--- config.mk ---
export PLATFORM = sky130hd
export DESIGN_NAME = if_id_queue_flat
export DESIGN_NICKNAME = d
export VERILOG_FILES = /design/src/rtl/if_id_queue_pkg.sv /design/src/rtl/if_id_queue_if.sv /design/src/rtl/if_id_queue_sync_fifo.sv /design/src/rtl/if_id_queue.sv /design/src/flat_wrapper.sv
export SDC_FILE = /design/constraint.sdc
export NUM_CORES = 1
export LEC_CHECK = 0
export ABC_CLOCK_PERIOD_IN_PS = 3300
export CORE_UTILIZATION = 45
export DETAILED_ROUTE_END_ITERATION = 8
export DONT_BUFFER_PORTS = 1
export PLACE_DENSITY_LB_ADDON = 0.3
export SYNTH_ARGS = -nofsm -noshare
export SYNTH_HDL_FRONTEND = slang
export SYNTH_SLANG_ARGS = --single-unit
--- constraint.sdc ---
create_clock -name clk -period 3.3 [get_ports clk]
set_input_delay 0 -clock clk [delete_from_list [all_inputs] [get_ports clk]]
set_output_delay 0 -clock clk [all_outputs]
set_load 0.01 [all_outputs]
--- src/rtl/if_id_queue_pkg.sv ---
`default_nettype none
// ============================================================================
// Module   : if_id_queue_pkg
// Brief    : Shared width, fill-NOP constant and queue entry type for the
//            fetch-to-decode instruction queue.
// Revision : 1.0 - initial release
// ============================================================================
package if_id_queue_pkg;

  localparam int c_XLEN = 32;
  localparam logic [c_XLEN-1:0] c_NOP = 32'h0000_0013;

  typedef struct packed {
    logic [c_XLEN-1:0] pc;
    logic [c_XLEN-1:0] insr;
  } queue_entry_t;

endpackage
`default_nettype wire

--- src/rtl/if_id_queue_if.sv ---
`default_nettype none
// ============================================================================
// Module   : if_id_queue_if
// Brief    : Fetch/decode handshake bundle for the instruction queue.
// Revision : 1.0 - initial release
// ============================================================================
interface if_id_queue_if
  import if_id_queue_pkg::*;
#(
  parameter int XLEN  = c_XLEN,
  parameter int DEPTH = 4
);

  logic                     flush;
  logic                     in_valid;
  logic                     in_bubble;
  logic [XLEN-1:0]          in_pc;
  logic [XLEN-1:0]          in_insr;
  logic                     in_ready;
  logic                     out_valid;
  logic [XLEN-1:0]          out_pc;
  logic [XLEN-1:0]          out_insr;
  logic                     out_rvc;
  logic                     out_ready;
  logic [$clog2(DEPTH):0]   count;

  // master: fetch + decode side; slave: the queue itself
  modport master (
    output flush, in_valid, in_bubble, in_pc, in_insr, out_ready,
    input  in_ready, out_valid, out_pc, out_insr, out_rvc, count
  );

  modport slave (
    input  flush, in_valid, in_bubble, in_pc, in_insr, out_ready,
    output in_ready, out_valid, out_pc, out_insr, out_rvc, count
  );

endinterface
`default_nettype wire

--- src/rtl/if_id_queue_sync_fifo.sv ---
`default_nettype none
// ============================================================================
// Module   : sync_fifo
// Brief    : First-word-fall-through FIFO with sync active-low reset and flush.
// Revision : 1.0 - initial release
// ============================================================================
module sync_fifo #(
  parameter int WIDTH = 64,
  parameter int DEPTH = 4
) (
  input  wire logic                     clk,
  input  wire logic                     rst_n,
  input  wire logic                     flush,
  input  wire logic                     wr_en,
  input  wire logic [WIDTH-1:0]         wr_data,
  input  wire logic                     rd_en,
  output logic      [WIDTH-1:0]         rd_data,
  output logic                          full,
  output logic                          empty,
  output logic      [$clog2(DEPTH):0]   count
);

  localparam int               c_AW   = $clog2(DEPTH);
  localparam logic [c_AW:0]    c_FULL = (c_AW + 1)'(DEPTH);

  logic [WIDTH-1:0] r_mem [DEPTH];
  logic [c_AW-1:0]  r_wr_ptr;
  logic [c_AW-1:0]  r_rd_ptr;
  logic [c_AW:0]    r_count;
  logic             w_wr;
  logic             w_rd;

  // Full blocks writes even if a read frees a slot in the same cycle
  assign w_wr = wr_en & ~full  & ~flush;
  assign w_rd = rd_en & ~empty & ~flush;

  always_ff @(posedge clk) begin
    if (!rst_n || flush) begin
      r_wr_ptr <= '0;
      r_rd_ptr <= '0;
      r_count  <= '0;
    end else begin
      if (w_wr) r_wr_ptr <= r_wr_ptr + 1'b1;
      if (w_rd) r_rd_ptr <= r_rd_ptr + 1'b1;
      case ({w_wr, w_rd})
        2'b10:   r_count <= r_count + 1'b1;
        2'b01:   r_count <= r_count - 1'b1;
        default: r_count <= r_count;
      endcase
    end
  end

  always_ff @(posedge clk) begin
    if (rst_n && w_wr) r_mem[r_wr_ptr] <= wr_data;
  end

  assign rd_data = r_mem[r_rd_ptr];
  assign full    = (r_count == c_FULL);
  assign empty   = (r_count == '0);
  assign count   = r_count;

endmodule
`default_nettype wire

--- src/rtl/if_id_queue.sv ---
`default_nettype none
// ============================================================================
// Module   : if_id_queue
// Brief    : IF->ID instruction queue: bubble filter, flush, NOP fill, RVC flag.
// Revision : 1.0 - initial release
// ============================================================================
module if_id_queue
  import if_id_queue_pkg::*;
#(
  parameter int DEPTH = 4,
  parameter int XLEN  = c_XLEN
) (
  input  wire logic     clk,
  input  wire logic     rst_n,
  if_id_queue_if.slave  q
);

  queue_entry_t     w_wr_entry;
  queue_entry_t     w_head;
  logic [XLEN-1:0]  w_head_insr;
  logic             w_wr;
  logic             w_rd;
  logic             w_full;
  logic             w_empty;

  assign w_wr = q.in_valid  & q.in_ready  & ~q.in_bubble & ~q.flush;
  assign w_rd = q.out_valid & q.out_ready & ~q.flush;

  assign w_wr_entry.pc   = q.in_pc;
  assign w_wr_entry.insr = q.in_insr;

  sync_fifo #(
    .WIDTH ($bits(queue_entry_t)),
    .DEPTH (DEPTH)
  ) u_fifo (
    .clk     (clk),
    .rst_n   (rst_n),
    .flush   (q.flush),
    .wr_en   (w_wr),
    .wr_data (w_wr_entry),
    .rd_en   (w_rd),
    .rd_data (w_head),
    .full    (w_full),
    .empty   (w_empty),
    .count   (q.count)
  );

  // Empty queue presents a harmless NOP so decode never sees stale storage
  assign w_head_insr = w_empty ? c_NOP : w_head.insr;

  assign q.in_ready  = ~w_full;
  assign q.out_valid = ~w_empty;
  assign q.out_pc    = w_empty ? '0 : w_head.pc;
  assign q.out_insr  = w_head_insr;
  assign q.out_rvc   = ~w_empty & (w_head_insr[1:0] != 2'b11);

endmodule
`default_nettype wire

--- src/flat_wrapper.sv ---
// flat-port wrapper written by rule: the top's interface ports become plain ports
module if_id_queue_flat import if_id_queue_pkg::*;
#(
  parameter int DEPTH = 4,
  parameter int XLEN  = c_XLEN
)
  (clk, rst_n, q_flush, q_in_valid, q_in_bubble, q_in_pc, q_in_insr, q_out_ready, q_in_ready, q_out_valid, q_out_pc, q_out_insr, q_out_rvc, q_count);
  if_id_queue_if #(.XLEN(XLEN), .DEPTH(DEPTH)) q_i ();
  input  wire logic clk;
  input  wire logic rst_n;
  input wire logic [$bits(q_i.flush)-1:0] q_flush;
  input wire logic [$bits(q_i.in_valid)-1:0] q_in_valid;
  input wire logic [$bits(q_i.in_bubble)-1:0] q_in_bubble;
  input wire logic [$bits(q_i.in_pc)-1:0] q_in_pc;
  input wire logic [$bits(q_i.in_insr)-1:0] q_in_insr;
  input wire logic [$bits(q_i.out_ready)-1:0] q_out_ready;
  output wire logic [$bits(q_i.in_ready)-1:0] q_in_ready;
  output wire logic [$bits(q_i.out_valid)-1:0] q_out_valid;
  output wire logic [$bits(q_i.out_pc)-1:0] q_out_pc;
  output wire logic [$bits(q_i.out_insr)-1:0] q_out_insr;
  output wire logic [$bits(q_i.out_rvc)-1:0] q_out_rvc;
  output wire logic [$bits(q_i.count)-1:0] q_count;
  assign q_i.flush = q_flush;
  assign q_i.in_valid = q_in_valid;
  assign q_i.in_bubble = q_in_bubble;
  assign q_i.in_pc = q_in_pc;
  assign q_i.in_insr = q_in_insr;
  assign q_i.out_ready = q_out_ready;
  assign q_in_ready = q_i.in_ready;
  assign q_out_valid = q_i.out_valid;
  assign q_out_pc = q_i.out_pc;
  assign q_out_insr = q_i.out_insr;
  assign q_out_rvc = q_i.out_rvc;
  assign q_count = q_i.count;
  if_id_queue #(.DEPTH(DEPTH), .XLEN(XLEN)) u_core (.clk(clk), .rst_n(rst_n), .q(q_i));
endmodule
# Word-level counts from Yosys, hierarchy flattened
# Memory sizes are Yosys's and may differ from the RTL's. A register that Yosys moved wholly into a read port is not among the register bits.
# Index checks and enable logic that the tools add are counted.
# W data, S select, Z words.
[totals]
romBits = 0
mem_count = 1
register_bits = 7
elab_cells = 38
input_bits = 70
ram_bits = 256
output_inout_bits = 70
latchBits = 0
[classes]
muxes = 7
shifts = 0
n_eq_ne = 4
div_mod_pow = 0
addsub = 4
magnitude_cmp = 0
reduce_logical = 5
n_mul = 0
n_bitwise = 14
[mem_list]
columns = ["name", "depth", "word_bits", "read_ports", "rd_clocked_by_memory_dff", "write_ports", "line_no", "text"]
rows = [
  ["u_core.u_fifo.r_mem", 4, 64, 1, 1, 1, "if_id_queue_sync_fifo.sv:26", "logic [WIDTH-1:0] r_mem [DEPTH];"],
]
[ops]
columns = ["op", "count"]
rows = [
  ["$mux W32", 2],
  ["$and A1 B1 Y1", 10],
  ["$pmux W3 S2", 1],
  ["$add A2 B1 Y2 const B", 2],
  ["$mux W2", 2],
  ["$not A1 Y1", 4],
  ["$add A3 B1 Y3 const B", 1],
  ["$eq A3 B3 Y1 const B", 1],
  ["$logic_not A3 Y1", 1],
  ["$sub A3 B1 Y3 const B", 1],
  ["$eq A2 B1 Y1 const B", 1],
  ["$eq A2 B2 Y1 const B", 1],
  ["$mux W1", 2],
  ["$ne A2 B2 Y1 const B", 1],
  ["$reduce_bool A2 Y1", 1],
  ["$logic_and A1 B1 Y1", 1],
  ["$logic_not A1 Y1", 1],
  ["$logic_or A1 B1 Y1", 1],
]

# Longest topological paths before layout
# Gate-level depths: netlist (run 1).
[depth]
depth_word = 10
mapped_depth = 9
ltp_nobuf = 9

# Modules after synthesis
# A second synthesis (run 1) with hierarchy kept.
[hier_totals]
hier_cells = 466
area_unflattened_um2 = 10217.3
[by_module_without_submodules]
columns = ["module", "area_per_inst_um2", "cells_per_inst", "seq_area_each_um2", "n_inst"]
rows = [
  ["sync_fifo", 9731.8, 390, 7867.5, 1],
  ["if_id_queue", 485.5, 76, 0.0, 1],
]

# Worst setup path before layout (run 1)
# OpenSTA, ideal clock, no wires.
[synth_path]
kind = "flip-flop to flip-flop"
startpoint = "register u_core.u_fifo.r_count[0], in the netlist u_core.u_fifo.count[0]"
endpoint = "memory u_core.u_fifo.r_mem[0][0], enable pin"
path_slack_ps = 505
t_arrival_ps = 2366
stages_incl_launch_ff = 4
path_buffers = 0
setup_ps = 429
required_ps = 2871
period_less_slack_ps = 2795
path_cell_list = "dfxtp_1 > nor3b_1 > nor2_1 > and3_1"
[synth_via]
elab_chain_cells = 10
[synth_lines]
columns = ["element", "line_no", "text"]
rows = [
  ["start, declared", "if_id_queue_sync_fifo.sv:29", "logic [c_AW:0] r_count;"],
  ["start signal, assigned", "if_id_queue_sync_fifo.sv:46", "2'b10: r_count <= r_count + 1'b1;"],
  ["start signal, assigned", "if_id_queue_sync_fifo.sv:47", "2'b01: r_count <= r_count - 1'b1;"],
  ["start signal, assigned", "if_id_queue_sync_fifo.sv:48", "default: r_count <= r_count;"],
  ["$eq A3 B3 Y1 *", "if_id_queue_sync_fifo.sv:58", "assign full = (r_count == c_FULL);"],
  ["$not A1 Y1 *", "if_id_queue_sync_fifo.sv:34, if_id_queue.sv:51", ""],
  ["$and A1 B1 Y1 (3 in series)", "if_id_queue.sv:26", "assign w_wr = q.in_valid & q.in_ready & ~q.in_bubble & ~q.flush;"],
  ["$and A1 B1 Y1 * (2 in series)", "if_id_queue_sync_fifo.sv:34", "assign w_wr = wr_en & ~full & ~flush;"],
  ["$logic_and A1 B1 Y1 *", "if_id_queue_sync_fifo.sv:54", "if (rst_n && w_wr) r_mem[r_wr_ptr] <= wr_data;"],
  ["$mux W1 *", "if_id_queue_sync_fifo.sv:54", ""],
  ["$mux W1 (not written as such) *", "if_id_queue_sync_fifo.sv:54", ""],
  ["end, declared", "if_id_queue_sync_fifo.sv:26", ""],
]
# Mark *: on every way between the ends. The rest lies on a longest branch, timed or not.

# Worst setup path after layout (run 1)
[layout_path]
startpoint = "register u_core.u_fifo.r_count[2], in the netlist u_core.u_fifo.count[2]"
endpoint = "register u_core.u_fifo.r_count[2], in the netlist u_core.u_fifo.count[2]"
[layout_via]
elab_chain_cells = 9
word_cells_on_any_way = 19
cone_classes = "add/sub (2); eq/ne (3); mux (1); bitwise (11); reduce/logical (2)"
[layout_lines]
columns = ["element", "line_no", "text"]
rows = [
  ["$eq A3 B3 Y1", "if_id_queue_sync_fifo.sv:58", ""],
  ["$not A1 Y1", "if_id_queue_sync_fifo.sv:34, if_id_queue.sv:51", ""],
  ["$and A1 B1 Y1 (3 in series)", "if_id_queue.sv:26", ""],
  ["$and A1 B1 Y1 (2 in series)", "if_id_queue_sync_fifo.sv:34", ""],
  ["$eq A2 B1 Y1 / $eq A2 B2 Y1 (equally long branches)", "if_id_queue_sync_fifo.sv:45", "case ({w_wr, w_rd})"],
  ["$pmux W3 S2 / $reduce_bool A2 Y1 (equally long branches)", "-", ""],
]
# Several ways; a longest one is shown, not always the timed one.
# A chain may end at the register's enable or synchronous reset.

==> results.toml, run 1 <==
[synthesis]
synth_cells = 462
synth_xor_xnor_area_share_pct = 0.342
synth-simple-area-share_pct = 5.00
ys_warn_count = 0
syn-num-nets = 538
synth_top_family_by_area = "multiplexers"
synth_seq_cells = 265
synth_top_cell_by_area = "edfxtp_1"
synthMuxAreaShare_pct = 14.2
synth.top_cell.area_share_pct = 75.1
synthAdderAreaFrac_pct = 0.807
ys_seq_area_share_pct = 76.9
post_synth_instance_area_sq_um = 10200
avgSynthCellArea_sq_um = 22.1
synthTopCellsByArea = "edfxtp_1, mux4_2, and2_1, dfxtp_1, buf_12"
synth_compound_area_share_pct = 0.550
yosysUniqueCellTypes = 27

[floorplan]
initial_core_util_pct = 46.5
die_w_um = 153
fp.dieArea_sq_um = 23300
core_area_sq_um = 22000
fp.dieH_um = 153
rows = 54
ioPinCount = 140

[job]
cap_violations = 0

[timing]
min_period_ns = 2.49
finalCritPeriodShare_pct = 75.5
slew_violations = 0
tightest_slew_ns = 0.960
clock-skew-final_ns = 0.0129
hold_violations = 0
max_freq_ghz = 0.401
max_slew_margin_pct = 36.0
setup_viol = 0
rsz0062_at_grt = "no"
tns_ns = 0

[final_layout]
seq_area_sq_um = 7880
antenna_cells = 0
drive_gt1_share_pct = 20.7
syn_to_final_growth_pct = 18.3
layout_common_cells = "edfxtp_1, dlygate4sd3_1, and2_1"
multiInputGateArea_sq_um = 2160
layout_commonest_cell = "edfxtp_1"
nNetsFinal = 624
fillCellCount = 1698
fin_area_sq_um = 12100

[pwr]
cellPowerDensity_nw_per_um2 = 562
max-vdd-ir-drop_uv = 393
power_leakage_nw = 3.80

[global_route]
grt_overflow_total = 0
track_usage_pct = 16.1
grt_first_pass_wirelength_mm = 28.9
antenna_found_initial = 0
grt_pass1_vias = 5160
grt_max_degree = 65

[status]
violations = "design-rule violations"
status = "finished with violations"

[critical_path]
cp_common_cell = "inv_1"
cpPeakStageDelay_ns = 0.49
cp-start-kind = "register"
crit_type = "reg -> reg"
worst_ep_arrival_time_ns = 2.95
cp-end-kind = "register"
crit_path_top_delay_cell = "dfxtp_1"
crit_required_ns = 3.76
cp_max_fo = 7
worstPathCellList = "nor3b_1 > nor2_1 > inv_1 > ha_1 > inv_1 > fa_1 > xor2_1 > or3_1 > a21oi_1"

[clock_network]
cts.sinks = 265
cts_resized = 0
numCtsBuffers = 27
clockBufferDepth = 3
insertion_delay_ns = 0.52
cts_tree = "built"
clock-root-buffer = "clkbuf_16"
cts_setup_buffers = 0
h-tree-depth = 1
clk_pin_slew_worst_paths_ns = 0.06

[detailed_routing]
ant_nets = 0
viasPerCell = 5.43
drt_iter0_markers = 211
first_pass_iters = 8
drc = 4
avgRoutedWirePerCell_um = 21.4
dr_total_vias = 4613
wl_mm = 18.2

[min_path]
hold_class = "in -> reg"

[place]
placed_area_sq_um = 10500
dp_hpwl_mm = 10.4
port_buffers = 0
gp_congestion = 0.738
-- final timing paths --
| path | start | to | cells after the start | slack, ns |
|---|---|---|---|---|
| min reg2reg | u_core.u_fifo.r_rd_ptr[0] | u_core.u_fifo.r_rd_ptr[0] | 2 | 0.56 |
| max reg2reg | u_core.u_fifo.count[2] | u_core.u_fifo.count[2] | 9 | 0.81 |
| min | rst_n | u_core.u_fifo.r_mem[3][25] | 1 | 0.03 |
| max | u_core.u_fifo.count[2] | u_core.u_fifo.count[2] | 9 | 0.81 |
-- cell families after synthesis --
family / Yosys count
AOI/OAI and AO/OA: 10
xor gates and xnor gates: 4
adders and majority gates: 6
buffers and inverters: 29
DFF: 265
muxes: 64
and+or+nand+nor: 84
-- per-stage QoR --
| step | util, % | hold slack (ns) | std cells | setup slack (ns) | power (mW) |
|---|---|---|---|---|---|
| final | 55.0 | 0.0290 | 849 | 0.808 | 6.81 |
| after floorplan | - | 0.0989 | 462 | 0.505 | 3.84 |
| after global routing | 55.0 | 0.0342 | 849 | 0.671 | 7.01 |
| after detailed placement | 47.8 | 0.0990 | 727 | 0.875 | 3.86 |
| after CTS | 55.0 | 0.0196 | 849 | 0.787 | 6.88 |
| after global placement | 47.8 | 0.0990 | 727 | 0.943 | 3.86 |
-- worst max-delay path, delay by kind of cell (launching register included) --
family	cells	cell delay (ns)
and+or+nand+nor	3	0.91
buffers and inverters	2	0.15
DFF	1	0.49
adders and majority gates	2	0.56
xor gates and xnor gates	1	0.16
AOI/OAI and AO/OA	1	0.15
-- synth_stat cells --
| library cell | number |
|---|---|
| buf_2 | 6 |
| mux4_1 | 4 |
| or3_1 | 1 |
| nand3_1 | 2 |
| nor2_1 | 8 |
| nor3_2 | 1 |
| xor2_1 | 4 |
| or2_1 | 3 |
| o311ai_0 | 1 |
| nand2b_1 | 1 |
| o31ai_1 | 1 |
| clkbuf_2 | 1 |
| and2_1 | 61 |
| clkbuf_1 | 7 |
| edfxtp_1 | 256 |
| nor3b_1 | 2 |
| and3_1 | 4 |
| mux4_2 | 60 |
| a21oi_1 | 5 |
| inv_1 | 8 |
| dfxtp_1 | 9 |
| buf_6 | 1 |
| ha_1 | 5 |
| fa_1 | 1 |
| buf_12 | 6 |
| o21ai_0 | 3 |
| or3b_2 | 1 |
-- layer usage --
metal,GRT usage [%],wire [um]
met1,19.1,7040
met3,4.15,1240
met5,0,0
met4,4.18,384
met2,29.0,9500
-- report_power, final --
part | leakage (nW) | internal [mW] | total, mW | switching [mW]
Sequential | 2.38 | 3.70 | 3.71 | 0.00652
Combinational | 0.983 | 0.0878 | 0.173 | 0.0857
Clock | 0.436 | 1.73 | 2.92 | 1.19
-- sequential cells by signal, summed over array words and instances, names as in the netlist, named ones only --
signal and count:
u_core.u_fifo.count 3, u_core.u_fifo.r_rd_ptr 2, u_core.u_fifo.r_mem 256, u_core.u_fifo.r_wr_ptr 2
-- what timing repair did --
item | CTS | global route
setup endpoints to repair | 0 | 0
endpoints found under the hold margin | 304 | 0
hold buffers | 72 | 0
-- final cells by class --
class | count | share of cell area (%)
clock buffers | 31 | 5.70
clock inverters | 19 | 1.41
inverters | 8 | 0.248
multi-input cells | 168 | 17.9
flip-flops and latches | 265 | 65.0
well taps | 280 | 2.89
repair buffers | 78 | 6.84
Note: power is estimated with default switching activity, not from simulation.
==> run 2: changes to the inputs <==
--- a/config.mk
+++ b/config.mk
@@ -5,7 +5,7 @@
 export SDC_FILE = /design/constraint.sdc
 export NUM_CORES = 1
 export LEC_CHECK = 0
-export ABC_CLOCK_PERIOD_IN_PS = 3300
+export ABC_CLOCK_PERIOD_IN_PS = 2100
 export CORE_UTILIZATION = 45
 export DETAILED_ROUTE_END_ITERATION = 8
 export DONT_BUFFER_PORTS = 1
==> constraint.sdc (replaced) <==
create_clock -name clk -period 2.1 [get_ports clk]
set_input_delay 0 -clock clk [delete_from_list [all_inputs] [get_ports clk]]
set_output_delay 0 -clock clk [all_outputs]
set_load 0.01 [all_outputs]
==> run 2 against run 1 <==
- the run ends with design-rule violations, negative hold slack left
- utilization is 1.0 points higher
- wire length is 3.5% higher
- largest cell class unchanged
- clock power is 53% higher
- sequential share of layout area is 1.2 points lower
- sequential power is 57% higher
- clock-buffer cell count is 7 higher
- setup slack worse by 0.78 ns
- worst hold slack worse by 0.036 ns
- critical path type unchanged
- maximum frequency is 20% higher
- power is 56% higher
- flip-flop and latch count stayed put
==> results.toml, run 2 (synthesized netlist as in run 1, its figures left out) <==
[critical_path]
startpoint = "u_core.u_fifo.count[2]"
worst-path-buf-inv = 2
crit_path_top_delay_cell = "fa_1"
worst_ep_arrival_time_ns = 2.51
cpPeakStageDelay_ns = 0.37
r2r-start = "u_core.u_fifo.count[2]"
cpLargestDelayFamily = "adder cells"
crit_required_ns = 2.54
cp-end-kind = "register"
cp-start-kind = "register"
cp_max_fo = 6
worstPathCellList = "buf_6 > o31ai_1 > nor2_1 > ha_2 > inv_1 > fa_1 > xor2_1 > or3_1 > a21oi_1"
crit_type = "reg -> reg"

[global_route]
track_usage_pct = 16.5
antenna_found_initial = 1
grt_max_degree = 34
grt_pass1_vias = 5194
grt_first_pass_wirelength_mm = 29.5
grt_overflow_total = 0

[timing]
tns_ns = 0
clock-skew-final_ns = 0.00901
finalCritPeriodShare_pct = 98.6
rsz0062_at_grt = "yes"
setup_viol = 0
worst_slack_ns = 0.0284
tightest_slew_ns = 0.511
min_period_ns = 2.07
holdWs_ns = -0.00733
hold_violations = 1
max_slew_margin_pct = 65.5
max_freq_ghz = 0.483
slew_violations = 0

[final_layout]
top_register = "u_core.u_fifo.r_mem"
syn_to_final_growth_pct = 20.5
layout_common_cells = "edfxtp_1, dlygate4sd3_1, and2_1"
largest_reg_flops = 256
drive_gt1_share_pct = 22.9
layout_commonest_cell = "edfxtp_1"
nNetsFinal = 641

[place]
port_buffers = 0
gp_congestion = 0.716
dp_hpwl_mm = 11.4
dp_slack_ns = 0.0314

[detailed_routing]
viasPerCell = 5.42
wl_mm = 18.8
drc = 7
avgRoutedWirePerCell_um = 21.7
first_pass_iters = 8
ant_nets = 0
drt_iter0_markers = 265
dr_total_vias = 4698

[clock_network]
cts_tree = "built"
numCtsBuffers = 27
clk_pin_slew_worst_paths_ns = 0.06
clock-root-buffer = "clkbuf_16"
insertion_delay_ns = 0.52
h-tree-depth = 1
cts.sinks = 265
clockBufferDepth = 3

[pwr]
power.switching_mw = 2.00
clkPwrFrac_pct = 42.3
cellPowerDensity_nw_per_um2 = 859
power_leakage_nw = 3.90
swShare_pct = 18.9
internal_power_mw = 8.59
combPwrFrac_pct = 2.7
max-vdd-ir-drop_uv = 580
seq_power_share_pct = 55.0

[floorplan]
fp.dieArea_sq_um = 23300
ioPinCount = 140
core_area_sq_um = 22000
fp.dieH_um = 153
initial_core_util_pct = 46.5
rows = 54
die_w_um = 153

[min_path]
hold_class = "in -> reg"
hp-start = "q_flush"

[job]
cap_violations = 0

[status]
violations = "design-rule violations, negative hold slack"
status = "finished with violations"
## run 2: cell count changes in the layout (fill, tap and decap cells not counted), moves of 3 or more
cell / previous run / this run
buf_12: 5 / 11
buf_4: 1 / 11
clkbuf_1: 4 / 7
clkinv_2: 12 / 3
clkbuf_8: 0 / 4
## run 2: what timing repair did
item / 4_1_cts / 5_1_grt
hold buffers: 71 / 0
setup endpoints to repair: 61 / 7
setup buffers: 4 / 0
pin swaps: 0 / 3
endpoints found under the hold margin: 303 / 0
gates cloned: 0 / 0
gates resized for setup: 2 / 3
## run 2: worst reg2reg max path, stage by stage (launching register included)
cell	delay, ns
dfxtp_2	0.33
buf_6	0.13
o31ai_1	0.10
nor2_1	0.14
ha_2	0.21
inv_1	0.06
fa_1	0.37
xor2_1	0.16
or3_1	0.31
a21oi_1	0.17
## run 2: path summary, 6_finish.rpt
| check | slack (ns) | end | depth (start not counted) |
|---|---|---|---|
| worst min-delay path | -0.007 | u_core.u_fifo.count[1] | 4 |
| worst max register to register | 0.03 | u_core.u_fifo.count[2] | 9 |
| worst max-delay path | 0.03 | u_core.u_fifo.count[2] | 9 |
| worst min register to register | 0.55 | register | 2 |
## run 2: through the flow
step / total power, mW / area (sq um) / utilization (%) / cells / hold slack [ns]
2_1_floorplan: 6.04 / 10200 / - / 462 / 0.0989
3_3_place_gp: 6.07 / 10700 / 48.7 / 741 / 0.0990
3_5_place_dp: 6.07 / 10700 / 48.7 / 741 / 0.0990
4_1_cts: 10.7 / 12300 / 55.9 / 866 / 0.000167
5_1_grt: 10.9 / 12300 / 56.0 / 867 / 0.0168
6_report: 10.6 / 12300 / 56.0 / 867 / -0.00733
## run 2: final cells by class
cell class | count | area, sq um
antenna | 1 | 2.50
clock buffer | 38 | 757
clock inverter | 12 | 87.6
fill | 1621 | 9690
inverter | 8 | 30.0
multi-input combinational | 168 | 2180
sequential | 265 | 7880
tap | 280 | 350
timing repair buffer | 95 | 1050
## run 2: routing by layer
layer  vias to the layer above  GRT usage (%)  wire length (um)
met3                        39           3.73              1060
li1                       2083              -                 -
met5                         -              0                 0
met2                       139           28.4              9640
met1                      2437           20.9              7570
met4                         0           5.19               527
## run 2: power groups by stage
| stage | sequential (mW) | combinational [mW] | clock [mW] |
|---|---|---|---|
| CTS | 5.83 | 0.291 | 4.60 |
| global placement | 5.94 | 0.129 | 0 |
| global route | 5.82 | 0.315 | 4.78 |
| detailed placement | 5.94 | 0.131 | 0 |
| finish | 5.83 | 0.288 | 4.47 |
| floorplan | 5.94 | 0.0973 | 0 |
